===== src/rtl/paint_pkg.sv =====
// paint_pkg: shared state type, screen geometry and step/brush size decoding for the paint pipeline.
package paint_pkg;
    localparam int XW = 10;
    localparam int YW = 9;
    localparam int SCR_W_DEF = 640;
    localparam int SCR_H_DEF = 480;
    typedef enum logic [1:0] {IDLE, STAMP, CLEAR} cb_state_t;
    function automatic logic [4:0] step_px(input logic [1:0] sel);
        return sel == 2'd0 ? 5'd1 : sel == 2'd1 ? 5'd2 : sel == 2'd2 ? 5'd10 : 5'd20;
    endfunction
    function automatic logic [3:0] brush_px(input logic [1:0] sel);
        return 4'd1 << sel;
    endfunction
endpackage


===== src/rtl/raster_scan.sv =====
// raster_scan: 2-D row-major counter; latches width/height on start, flags the last coordinate with done.
module raster_scan import paint_pkg::*; (
    input  logic          clk,
    input  logic          reset_n,
    input  logic          start,
    input  logic [XW-1:0] w,
    input  logic [YW-1:0] h,
    output logic [XW-1:0] dx,
    output logic [YW-1:0] dy,
    output logic          done
);
    logic run;
    logic last_x;
    logic [XW-1:0] wl;
    logic [YW-1:0] hl;
    assign last_x = dx == wl - 1'b1;
    assign done = run && last_x && dy == hl - 1'b1;
    always_ff @(posedge clk) begin
        if (!reset_n) begin
            run <= 1'b0;
            dx  <= '0;
            dy  <= '0;
            wl  <= '0;
            hl  <= '0;
        end else if (start) begin
            run <= 1'b1;
            dx  <= '0;
            dy  <= '0;
            wl  <= w;
            hl  <= h;
        end else if (run) begin
            dx  <= last_x ? '0 : dx + 1'b1;
            dy  <= last_x ? dy + 1'b1 : dy;
            run <= !done;
        end
    end
endmodule


===== src/rtl/cursor_brush.sv =====
// cursor_brush: clamped cursor with square-brush stamping onto the framebuffer write port.
// Define CURSOR_BRUSH_CLEAR_EN to add the full-screen clear sweep on clear_req.
module cursor_brush import paint_pkg::*; #(
    parameter int SCR_W = SCR_W_DEF,
    parameter int SCR_H = SCR_H_DEF,
    parameter int X_RST = 200,
    parameter int Y_RST = 200
) (
    input  logic          clk,
    input  logic          reset_n,
    input  logic          up,
    input  logic          down,
    input  logic          left,
    input  logic          right,
    input  logic [1:0]    step_sel,
    input  logic [1:0]    brush_sel,
    input  logic          draw_en,
    input  logic          color_in,
    input  logic          clear_req,
    output logic [XW-1:0] x,
    output logic [YW-1:0] y,
    output logic          pixel_color,
    output logic          pixel_write,
    output logic [XW-1:0] cursor_x,
    output logic [YW-1:0] cursor_y,
    output logic          busy
);
    localparam logic signed [XW:0] X_MAX = (XW+1)'(SCR_W - 1);
    localparam logic signed [YW:0] Y_MAX = (YW+1)'(SCR_H - 1);
    localparam logic [XW:0] X_LIM = (XW+1)'(SCR_W);
    localparam logic [YW:0] Y_LIM = (YW+1)'(SCR_H);
    cb_state_t state, state_nx;
    logic clr_go, accept, scan_done, color_q;
    logic [XW-1:0] dx, scan_w, cx_nx;
    logic [YW-1:0] dy, scan_h, cy_nx;
    logic [4:0] step;
    logic signed [XW:0] stx, nx;
    logic signed [YW:0] sty, ny;
    logic [XW:0] px;
    logic [YW:0] py;
`ifdef CURSOR_BRUSH_CLEAR_EN
    assign clr_go = state == IDLE && clear_req;
`else
    logic unused_clear;
    assign unused_clear = clear_req;
    assign clr_go = 1'b0;
`endif
    assign accept = state == IDLE && (up || down || left || right) && !clr_go;
    assign busy = state != IDLE;
    assign step = step_px(step_sel);
    assign stx = signed'({{(XW-4){1'b0}}, step});
    assign sty = signed'({{(YW-4){1'b0}}, step});
    // Signed intermediates let a step past the origin go negative before clamping.
    assign nx = signed'({1'b0, cursor_x}) + (right ? stx : '0) - (left ? stx : '0);
    assign ny = signed'({1'b0, cursor_y}) + (down ? sty : '0) - (up ? sty : '0);
    assign cx_nx = nx[XW] ? '0 : nx > X_MAX ? X_MAX[XW-1:0] : nx[XW-1:0];
    assign cy_nx = ny[YW] ? '0 : ny > Y_MAX ? Y_MAX[YW-1:0] : ny[YW-1:0];
    assign scan_w = clr_go ? XW'(SCR_W) : XW'(brush_px(brush_sel));
    assign scan_h = clr_go ? YW'(SCR_H) : YW'(brush_px(brush_sel));
    assign px = (state == STAMP ? {1'b0, cursor_x} : '0) + {1'b0, dx};
    assign py = (state == STAMP ? {1'b0, cursor_y} : '0) + {1'b0, dy};
    raster_scan u_scan (
        .clk     (clk),
        .reset_n (reset_n),
        .start   (clr_go || (accept && draw_en)),
        .w       (scan_w),
        .h       (scan_h),
        .dx      (dx),
        .dy      (dy),
        .done    (scan_done)
    );
    always_comb begin
        state_nx = state;
`ifdef CURSOR_BRUSH_CLEAR_EN
        if (clr_go)
            state_nx = CLEAR;
        else
`endif
        if (accept && draw_en)
            state_nx = STAMP;
        else if (state != IDLE && scan_done)
            state_nx = IDLE;
    end
    always_ff @(posedge clk) begin
        if (!reset_n)
            state <= IDLE;
        else
            state <= state_nx;
    end
    always_ff @(posedge clk) begin
        if (!reset_n) begin
            cursor_x    <= XW'(X_RST);
            cursor_y    <= YW'(Y_RST);
            color_q     <= 1'b0;
            x           <= '0;
            y           <= '0;
            pixel_color <= 1'b0;
            pixel_write <= 1'b0;
        end else begin
            if (accept) begin
                cursor_x <= cx_nx;
                cursor_y <= cy_nx;
                color_q  <= color_in;
            end
            if (state != IDLE) begin
                x           <= px[XW-1:0];
                y           <= py[YW-1:0];
                pixel_color <= state == STAMP && color_q;
            end
            pixel_write <= state != IDLE && px < X_LIM && py < Y_LIM;
        end
    end
endmodule


===== config.mk =====
export PLATFORM = sky130hd
export DESIGN_NAME = cursor_brush
export DESIGN_NICKNAME = d
export VERILOG_FILES = /design/src/rtl/paint_pkg.sv /design/src/rtl/raster_scan.sv /design/src/rtl/cursor_brush.sv
export SDC_FILE = /design/constraint.sdc
export NUM_CORES = 1
export LEC_CHECK = 0
export BUFFER_PORTS_ARGS = -buffer_cell sky130_fd_sc_hd__buf_2
export CORE_UTILIZATION = 55
export DETAILED_ROUTE_END_ITERATION = 10
export GPL_TIMING_DRIVEN = 0
export MAX_ROUTING_LAYER = met4
export PLACE_DENSITY = 0.75
export SLEW_MARGIN = 5
export SYNTH_ARGS = -nofsm -noshare
export SYNTH_HDL_FRONTEND = slang
export SYNTH_SLANG_ARGS = --single-unit

===== constraint.sdc =====
create_clock -name clk -period 8.1 [get_ports clk]
set_input_delay 0 -clock clk [delete_from_list [all_inputs] [get_ports clk]]
set_output_delay 0 -clock clk [all_outputs]
set_load 0.1 [all_outputs]

==> impl_metrics.toml, run 1 <==
[clock_network]
clock-root-buffer = "clkbuf_8"
postCtsHoldBufs = 3
cts_buffers = 9
postCtsSetupBuffers = 0
cts_resized = 0
path_clk_slew_ps = 80
cts_tree = "done"
htreeDepth = 3
cts_num_sinks = 66
insertion_delay_ps = 340
clockBufferDepth = 2

[timing]
period_needed_ps = 3655
tns_ps = 0
max_slew_margin_pct = 48.33
rsz0062_at_grt = "no"
max_freq_mhz = 273.6
finClkSkew_ps = 4.117
finalWorstSetupSlack_ps = 4445
period_share_pct = 45.12
drv_slew = 0
tightestPinTransition_ps = 775.1
hold_violations = 0
setup_violations = 0

[floorplanning]
rows = 34
io_pins = 54
die_w_um = 97.66
core_sq_um = 8806
die-area_sq_um = 9537
initial_core_util_pct = 57.15
die_h_um = 97.66

[power_and_ir_drop]
p_clk_share_pct = 13.4
ir_worst_vdd_mv = 0.2964
p_leak_nw = 2.456
power_w = 0.001903
combPwrFrac_pct = 64.5
switchingPower_w = 0.001027
switching_share_pct = 53.97
p_int_w = 0.0008761
power_frac_seq_pct = 22.1
pwr_density_cell_nw_per_um2 = 337.7

[detailed_routing]
vias_per_cell = 5.870
drc = 10
vias = 4731
drtIter0Drc = 217
antenna_left = 0
wl_um = 12730
drt-pass1-iter-count = 8
wl_per_cell_um = 15.80

[cells_and_area]
stdcell_count = 806
antennaDiodeCount = 0
final_area_sq_um = 5637
synthToLayoutAreaGrowth_pct = 12.01
final_nets = 764
layout-drive-gt1-share_pct = 11.03

[worst_setup_path]
worst_ep_required_time_ps = 8340
path_class = "flip-flop to flip-flop"
cpMaxStageDelayCell = "clkbuf_1"
cp_cell_sequence = "clkbuf_1 > clkinv_1 > clkbuf_1 > nor2_1 > ha_1 > o21a_1 > nor2_1 > o41ai_1 > xor2_1 > o21ai_0 > and4_1"
crit_path_max_incr_delay_ps = 500
critical_path.top_delay_family = "buffers and inverters"
cp_num_buf_inv = 3
end_kind = "flip-flop"
startpoint_type = "flip-flop"
critPathMaxFanout = 10
arrival_ps = 3890

[grt]
grt_antenna_before_repair = 0
grt_max_degree = 13
grt_use_total_pct = 27.92
grt_overflow = 0
grt_pass1_wl_um = 20730
grt_pass1_vias = 4334

[synth]
ys_seq_elements = 66
syn_area_sq_um = 5032
synth-seq-area-share_pct = 26.26
synth_edf_count = 0
ys.flop_type = "dfxtp_1"
synth-async-reset-ratio_pct = 0
yosysWarningCount = 0
synthesis.nets = 698
synth_area_per_cell_sq_um = 8.026
yosysUniqueCellTypes = 57
syn_inst = 627

[hold_path]
holdCritPathClass = "input pin to flip-flop"

[status]
violations = "design-rule violations"
status = "complete, but fails checks"

[place]
placed_cells = 787
hpwlAfterDp_um = 9963
place.gp.congestion = 0.9197
dpl-instance-area_sq_um = 5428
place_ws_ps = 4555
io_buffers = 52

[job]
maxCapViolCount = 0
[synth_stat cells (all sizes together) (3+ instances only)]
| master | instances | share of area, % |
|---|---|---|
| inv | 53 | 4.0 |
| nor3 | 12 | 1.2 |
| nand2 | 48 | 3.6 |
| nor2b | 7 | 0.87 |
| nor3b | 4 | 0.60 |
| xnor2 | 30 | 5.2 |
| o31ai | 6 | 0.90 |
| o2111ai | 3 | 0.65 |
| and2 | 18 | 2.2 |
| ha | 46 | 11 |
| o21ai | 25 | 2.5 |
| nor4 | 8 | 1.3 |
| a21oi | 50 | 5.0 |
| mux2i | 10 | 2.0 |
| nand2b | 3 | 0.37 |
| a211oi | 9 | 1.3 |
| fa | 12 | 4.8 |
| and3 | 3 | 0.37 |
| or3 | 4 | 0.50 |
| clkbuf | 18 | 1.3 |
| o21bai | 5 | 0.75 |
| a21o | 7 | 1.0 |
| nand3 | 21 | 2.1 |
| and4 | 3 | 0.52 |
| dfxtp | 66 | 26 |
| xor2 | 15 | 2.6 |
| o22ai | 3 | 0.37 |
| or4 | 3 | 0.52 |
| a221oi | 6 | 1.0 |
| o211ai | 12 | 1.9 |
| nand4 | 13 | 1.6 |
| nor2 | 71 | 5.3 |
| o21a | 7 | 1.0 |
[through the flow]
step                utilization [%]  hold slack [ps]
global placement              61.64            269.1
finish                        64.01            17.71
CTS                           64.01            1.406
floorplan                         -            136.0
detailed placement            61.64            275.5
global route                  64.01            55.99
[cell families after synthesis]
group | Yosys count | share of synthesized area [%]
and+or+nand+nor | 222 | 21.66
AOI/OAI and AO/OA | 150 | 19.47
buffers and inverters | 73 | 5.445
DFF | 66 | 26.26
adders and majority gates | 58 | 16.21
xor gates and xnor gates | 47 | 8.752
muxes | 11 | 2.213
[final timing paths]
path | start | endpoint | slack [ps] | depth (start not counted)
hold / removal | brush_sel[0] | u_scan.wl[2] | 20 | 4
setup reg to reg | state[0] | pixel_write | 4450 | 11
setup / recovery | state[0] | pixel_write | 4450 | 11
hold reg to reg | y[7] | y[7] | 470 | 2
[layout make-up]
| type | instances | area [sq um] |
|---|---|---|
| clock buffers | 10 | 137.6 |
| clock inverters | 6 | 41.29 |
| fillers | 773 | 3169 |
| well taps | 108 | 135.1 |
| flip-flops and latches | 66 | 1321 |
| inverters | 54 | 202.7 |
| multi-input cells | 488 | 3437 |
| plain buffers | 19 | 71.32 |
| repair buffers | 55 | 290.3 |
[worst register-to-register path, stage by stage, from the launching register on]
cell      delay (ps)
dfxtp_1          320
clkbuf_1         500
clkinv_1         470
clkbuf_1         340
nor2_1           180
ha_1             280
o21a_1           200
nor2_1            60
o41ai_1          440
xor2_1           260
o21ai_0          230
and4_1           260
[sequential cells by signal, indices dropped and copies added (netlist names), 4 cells and up]
signal and cells:
u_scan.wl 4, x 10, cursor_y 9, u_scan.dy 9, cursor_x 10, y 9, u_scan.dx 10
[cells in the final DEF, fill, tap and decap left out, types with 3 or more instances in the layout]
master / instances
nor4_1: 7
a221oi_1: 6
dfxtp_1: 66
buf_2: 52
o211ai_1: 11
a21o_1: 7
clkbuf_8: 10
nand2_1: 48
and2_1: 17
and4_1: 3
o22ai_1: 3
a21oi_1: 50
o21a_1: 7
inv_1: 53
o31ai_1: 6
o21ai_0: 25
xor2_1: 15
nor3b_1: 4
dlygate4sd3_1: 3
and3_1: 3
nand4_1: 13
o21bai_1: 5
clkinvlp_4: 3
nand3_1: 21
ha_1: 46
nor2b_1: 7
clkbuf_1: 18
fa_1: 12
a211oi_1: 9
mux2i_1: 10
xnor2_1: 30
nand2b_1: 3
or3_1: 4
nor3_1: 12
nor2_1: 71
[layer usage]
| metal | GRT usage [%] | part of all wire, % | up-vias |
|---|---|---|---|
| met1 | 37.04 | 48 | 2216 |
| met4 | 4.079 | 0.83 | 0 |
| met2 | 45.94 | 47 | 144 |
| met3 | 4.317 | 4.3 | 11 |
| met5 | - | 0 | - |
| li1 | - | - | 2360 |
[power by group through the flow]
stage | Clock, W | Combinational [W] | Sequential (W)
after CTS | 0.000257 | 0.00121 | 0.000419
after floorplan | 0 | 0.000694 | 0.000707
after detailed placement | 0 | 0.00121 | 0.000426
final | 0.000255 | 0.00123 | 0.000420
after global placement | 0 | 0.00118 | 0.000424
after global routing | 0.000269 | 0.00132 | 0.000426
Power figures use the tool's default switching activity.
==> run 2: changes to the inputs <==
--- a/config.mk
+++ b/config.mk
@@ -6,11 +6,11 @@
 export NUM_CORES = 1
 export LEC_CHECK = 0
 export BUFFER_PORTS_ARGS = -buffer_cell sky130_fd_sc_hd__buf_2
-export CORE_UTILIZATION = 55
+export CORE_UTILIZATION = 54
 export DETAILED_ROUTE_END_ITERATION = 10
 export GPL_TIMING_DRIVEN = 0
 export MAX_ROUTING_LAYER = met4
-export PLACE_DENSITY = 0.75
+export PLACE_DENSITY = 0.77
 export SLEW_MARGIN = 5
 export SYNTH_ARGS = -nofsm -noshare
 export SYNTH_HDL_FRONTEND = slang
==> constraint.sdc (replaced) <==
create_clock -name clk -period 3.1 [get_ports clk]
set_input_delay 0 -clock clk [delete_from_list [all_inputs] [get_ports clk]]
set_output_delay 0 -clock clk [all_outputs]
set_load 0.1 [all_outputs]
==> impl_metrics.toml, run 2 (synthesis gave the netlist of run 1 again) <==
[worst_setup_path]
ff2ff_path_depth = 11
crit_path_max_incr_delay_ps = 460
startpoint_type = "flip-flop"
regToRegEndpoint = "pixel_write"
cpMaxStageDelayCell = "dfxtp_4"
path_class = "flip-flop to flip-flop"
cp_cell_sequence = "clkbuf_2 > and2_1 > ha_1 > inv_1 > fa_1 > nor2b_1 > o31a_1 > o22ai_1 > xnor2_1 > o21ai_0 > and4_1"
critPathMaxFanout = 11
end_kind = "flip-flop"
r2r_start = "state[0]"
arrival_ps = 3300
rrSetupSlack_ps = 50
worst_ep_required_time_ps = 3340

[grt]
grt_max_degree = 12
grt_pass1_wl_um = 21390
grt_antenna_before_repair = 0
grt_use_total_pct = 28.58
grt_pass1_vias = 4540
grt_overflow = 0

[timing]
max_slew_margin_pct = 48.47
period_share_pct = 98.49
tightestPinTransition_ps = 771.2
max_freq_mhz = 327.5
tns_ps = 0
drv_slew = 0
finClkSkew_ps = 8.182
period_needed_ps = 3053
setup_violations = 0
hold_violations = 0

[hold_path]
hp-start = "brush_sel[0]"
hold_depth = 4
min_to = "u_scan.wl[2]"
holdCritPathClass = "input pin to flip-flop"

[floorplanning]
rows = 34
io_pins = 54
die_h_um = 98.54
die-area_sq_um = 9709
initial_core_util_pct = 56.60
die_w_um = 98.54
core_sq_um = 8891

[clock_network]
path_clk_slew_ps = 70
clockBufferDepth = 2
clock-root-buffer = "clkbuf_8"
cts_buffers = 9
insertion_delay_ps = 350
htreeDepth = 3
cts_tree = "done"
cts_num_sinks = 66

[power_and_ir_drop]
p_leak_nw = 2.507
switchingPower_w = 0.002647
p_int_w = 0.002522
ir_worst_vdd_mv = 0.9321
power_w = 0.005169
power_frac_seq_pct = 21.5
pwr_density_cell_nw_per_um2 = 901.2
p_clk_share_pct = 16.2
switching_share_pct = 51.21
combPwrFrac_pct = 62.3

[cells_and_area]
antennaDiodeCount = 0
final_area_sq_um = 5736
final_common_cell = "nor2_1"
final_nets = 763
synthToLayoutAreaGrowth_pct = 13.97
final_cell_mix = "70 x nor2_1, 57 x dfxtp_1, 53 x inv_1, 52 x buf_2"
largestRegisters = "cursor_x (10), u_scan.dx (10), x (10)"
layout-drive-gt1-share_pct = 13.67

[detailed_routing]
drc = 2
vias_per_cell = 5.907
antenna_left = 0
drt-pass1-iter-count = 10
wl_per_cell_um = 16.21
wl_um = 13020
vias = 4743
drtIter0Drc = 266

[place]
place.gp.congestion = 0.8883
io_buffers = 52
hpwlAfterDp_um = 10060
dpl-instance-area_sq_um = 5441

[status]
status = "complete, but fails checks"
violations = "design-rule violations"

[job]
maxCapViolCount = 0
==> run 2: area by class of cell <==
| class | instances | area (sq um) |
|---|---|---|
| Clock buffer | 12 | 165.2 |
| Buffer | 18 | 71.32 |
| Clock inverter | 2 | 60.06 |
| Multi-Input combinational cell | 488 | 3472 |
| Inverter | 54 | 206.4 |
| Timing Repair Buffer | 55 | 290.3 |
| Tap cell | 108 | 135.1 |
| Fill cell | 755 | 3156 |
| Sequential cell | 66 | 1335 |
==> run 2: power by group through the flow <==
stage / clock network, W / registers, W / logic (W)
finish: 0.000837 / 0.00111 / 0.00322
detailed placement: 0 / 0.00112 / 0.00313
floorplan: 0 / 0.00186 / 0.00181
CTS: 0.000840 / 0.00111 / 0.00315
global placement: 0 / 0.00112 / 0.00308
global route: 0.000880 / 0.00112 / 0.00350
==> run 2: worst max-delay path: cells and delay by family, from the launching register on <==
family,cells,cell delay [ps]
simple gates,3,660
compound gates,3,620
fa+ha+maj,2,570
flops,1,460
buf+inv,2,350
xor+xnor,1,290
==> run 2: metrics by stage <==
| stage | instances | setup WS [ps] | util (%) | hold WS, ps |
|---|---|---|---|---|
| after detailed placement | 787 | -438.2 | 61.20 | 275.0 |
| final | 803 | 46.67 | 64.51 | 36.82 |
| after CTS | 803 | 10.29 | 64.04 | 2.461 |
| after global placement | 787 | -402.0 | 61.20 | 266.9 |
| after floorplan | 627 | 7.728 | - | 136.0 |
| after global routing | 803 | -2.855 | 64.51 | 56.51 |
==> run 2: repair_timing <==
item | 4_1_cts | 5_1_grt
setup buffers | 0 | 0
hold endpoints to repair | 2 | 0
hold buffers | 3 | 0
resized for setup | 1 | 13
endpoints found under the setup margin | 8 | 19
==> run 2: how the worst max path moves through the flow <==
stage	from	to	slack (ps)	cells past startpoint
floorplan	cursor_x[3]	cursor_x[1]	8	10
CTS	cursor_x[1]	cursor_x[8]	10	9
finish	state[0]	pixel_write	50	11
global route	state[0]	pixel_write	-3	11
detailed placement	state[0]	pixel_write	-440	11
global placement	state[0]	pixel_write	-400	11
==> run 2: layer usage <==
| layer | vias up | GRT usage [%] | share of wire (%) |
|---|---|---|---|
| met2 | 151 | 46.32 | 47 |
| met3 | 23 | 5.177 | 5.0 |
| met5 | - | - | 0 |
| li1 | 2346 | - | - |
| met4 | 0 | 8.611 | 1.9 |
| met1 | 2223 | 36.43 | 46 |
==> run 3: changes to the inputs <==
--- a/config.mk
+++ b/config.mk
@@ -5,7 +5,7 @@
 export SDC_FILE = /design/constraint.sdc
 export NUM_CORES = 1
 export LEC_CHECK = 0
-export BUFFER_PORTS_ARGS = -buffer_cell sky130_fd_sc_hd__buf_2
+export BUFFER_PORTS_ARGS = -buffer_cell sky130_fd_sc_hd__buf_4
 export CORE_UTILIZATION = 54
 export DETAILED_ROUTE_END_ITERATION = 10
 export GPL_TIMING_DRIVEN = 0
==> impl_metrics.toml, run 3 (synthesis gave the netlist of run 1 again) <==
[floorplanning]
initial_core_util_pct = 56.60
io_pins = 54
rows = 34
die_h_um = 98.54
die_w_um = 98.54
core_sq_um = 8891
die-area_sq_um = 9709

[detailed_routing]
drt-pass1-iter-count = 7
wl_um = 13000
wl_per_cell_um = 16.13
drc = 0
vias_per_cell = 5.969
vias = 4811
antenna_left = 0
drtIter0Drc = 265

[worst_setup_path]
cp_num_buf_inv = 2
crit_path_max_incr_delay_ps = 450
r2r_start = "state[0]"
worst_ep_required_time_ps = 3350
end_kind = "flip-flop"
rrSetupSlack_ps = 140
cpMaxStageDelayCell = "dfxtp_4"
path_class = "flip-flop to flip-flop"
critPathMaxFanout = 11
ff2ff_path_depth = 11
startpoint_type = "flip-flop"
cp_cell_sequence = "clkbuf_2 > and2_1 > ha_1 > inv_1 > fa_1 > nor2b_1 > o31a_1 > o22ai_1 > xnor2_1 > o21ai_0 > and4_1"
arrival_ps = 3210
critical_path.top_delay_family = "simple AND/OR/NAND/NOR gates"
regToRegEndpoint = "pixel_write"

[grt]
grt_antenna_before_repair = 0
grt_max_degree = 12
grt_pass1_wl_um = 21180
grt_overflow = 0
grt_use_total_pct = 28.28
grt_pass1_vias = 4420

[power_and_ir_drop]
ir_worst_vdd_mv = 0.8084
pwr_density_cell_nw_per_um2 = 879.7
p_leak_nw = 2.494

[timing]
setup_violations = 0
rsz0062_at_grt = "yes"
tightestPinTransition_ps = 812.4
finClkSkew_ps = 10.95
drv_slew = 0
hold_violations = 0
max_slew_margin_pct = 45.84
period_share_pct = 95.41
period_needed_ps = 2958
max_freq_mhz = 338.1

[cells_and_area]
final_nets = 764
synthToLayoutAreaGrowth_pct = 15.84
final_area_sq_um = 5829
final_cell_mix = "70 x nor2_1, 57 x dfxtp_1, 53 x inv_1, 52 x buf_4, 49 x a21oi_1"
antennaDiodeCount = 0
final_common_cell = "nor2_1"
layout-drive-gt1-share_pct = 13.18
largestRegisters = "cursor_x (10), u_scan.dx (10), x (10)"
utilization_pct = 65.56

[hold_path]
min_to = "u_scan.wl[1]"
hp-start = "draw_en"
holdCritPathClass = "input pin to flip-flop"
hold_depth = 5

[place]
place.gp.congestion = 0.8868
hpwlAfterDp_um = 10090
dpl-instance-area_sq_um = 5572
io_buffers = 52

[clock_network]
path_clk_slew_ps = 80
clock-root-buffer = "clkbuf_8"
clockBufferDepth = 2
htreeDepth = 3
cts_num_sinks = 66
postCtsSetupBuffers = 0
insertion_delay_ps = 350
cts_tree = "done"
cts_buffers = 9

[status]
status = "finished clean"

[job]
maxCapViolCount = 0
-- run 3: worst max-delay path by stage --
stage / start / to / cells after the start
floorplan: cursor_x[3] / cursor_x[1] / 10
global placement: state[0] / pixel_write / 11
detailed placement: state[0] / pixel_write / 11
CTS: cursor_x[1] / cursor_x[4] / 9
global route: cursor_x[4] / cursor_x[4] / 11
finish: state[0] / pixel_write / 11
-- run 3: routing by layer --
layer | vias to the layer above | GRT usage [%] | share of wire [%]
met4 | 0 | 7.692 | 1.7
met2 | 139 | 46.48 | 47
met1 | 2296 | 36.68 | 46
li1 | 2354 | - | -
met5 | - | - | 0
met3 | 22 | 3.759 | 5.0
-- run 3: timing repair --
item	in CTS	in global routing
setup endpoints to repair	13	15
endpoints found under the hold margin	3	0
hold buffers	4	0
gates resized for setup	1	10
-- run 3: power breakdown --
part           internal (W)  switching, W  leakage [nW]  total (W)
clock network      0.000369      0.000337        0.0893   0.000707
logic               0.00110       0.00220          1.86    0.00330
registers          0.000979      0.000140         0.540    0.00112
total               0.00245       0.00268          2.49    0.00513
-- run 3: worst register-to-register path, stage by stage, from the launching register on --
cell,delay [ps]
dfxtp_4,450
clkbuf_2,270
and2_1,160
ha_1,200
inv_1,70
fa_1,380
nor2b_1,220
o31a_1,250
o22ai_1,130
xnor2_1,270
o21ai_0,230
and4_1,230
-- run 3: through the flow --
step | hold WS [ps] | std cells | worst slack [ps] | power, W | setup TNS (ps)
floorplan | 136.0 | 627 | 7.728 | 0.003672 | 0
global placement | 273.0 | 787 | -395.7 | 0.004277 | -1811
detailed placement | 279.3 | 787 | -459.7 | 0.004329 | -2845
global route | 158.0 | 806 | -6.105 | 0.005462 | -6.105
CTS | 97.13 | 806 | 2.111 | 0.005061 | 0
finish | 104.5 | 806 | 142.4 | 0.005128 | 0
-- run 3: cell type report --
class | count | area [sq um]
flip-flops and latches | 66 | 1335
clock buffers | 11 | 131.4
well taps | 108 | 135.1
plain buffers | 18 | 70.07
clock inverters | 5 | 55.05
fillers | 776 | 3062
inverters | 54 | 206.4
repair buffers | 56 | 430.4
multi-input cells | 488 | 3466
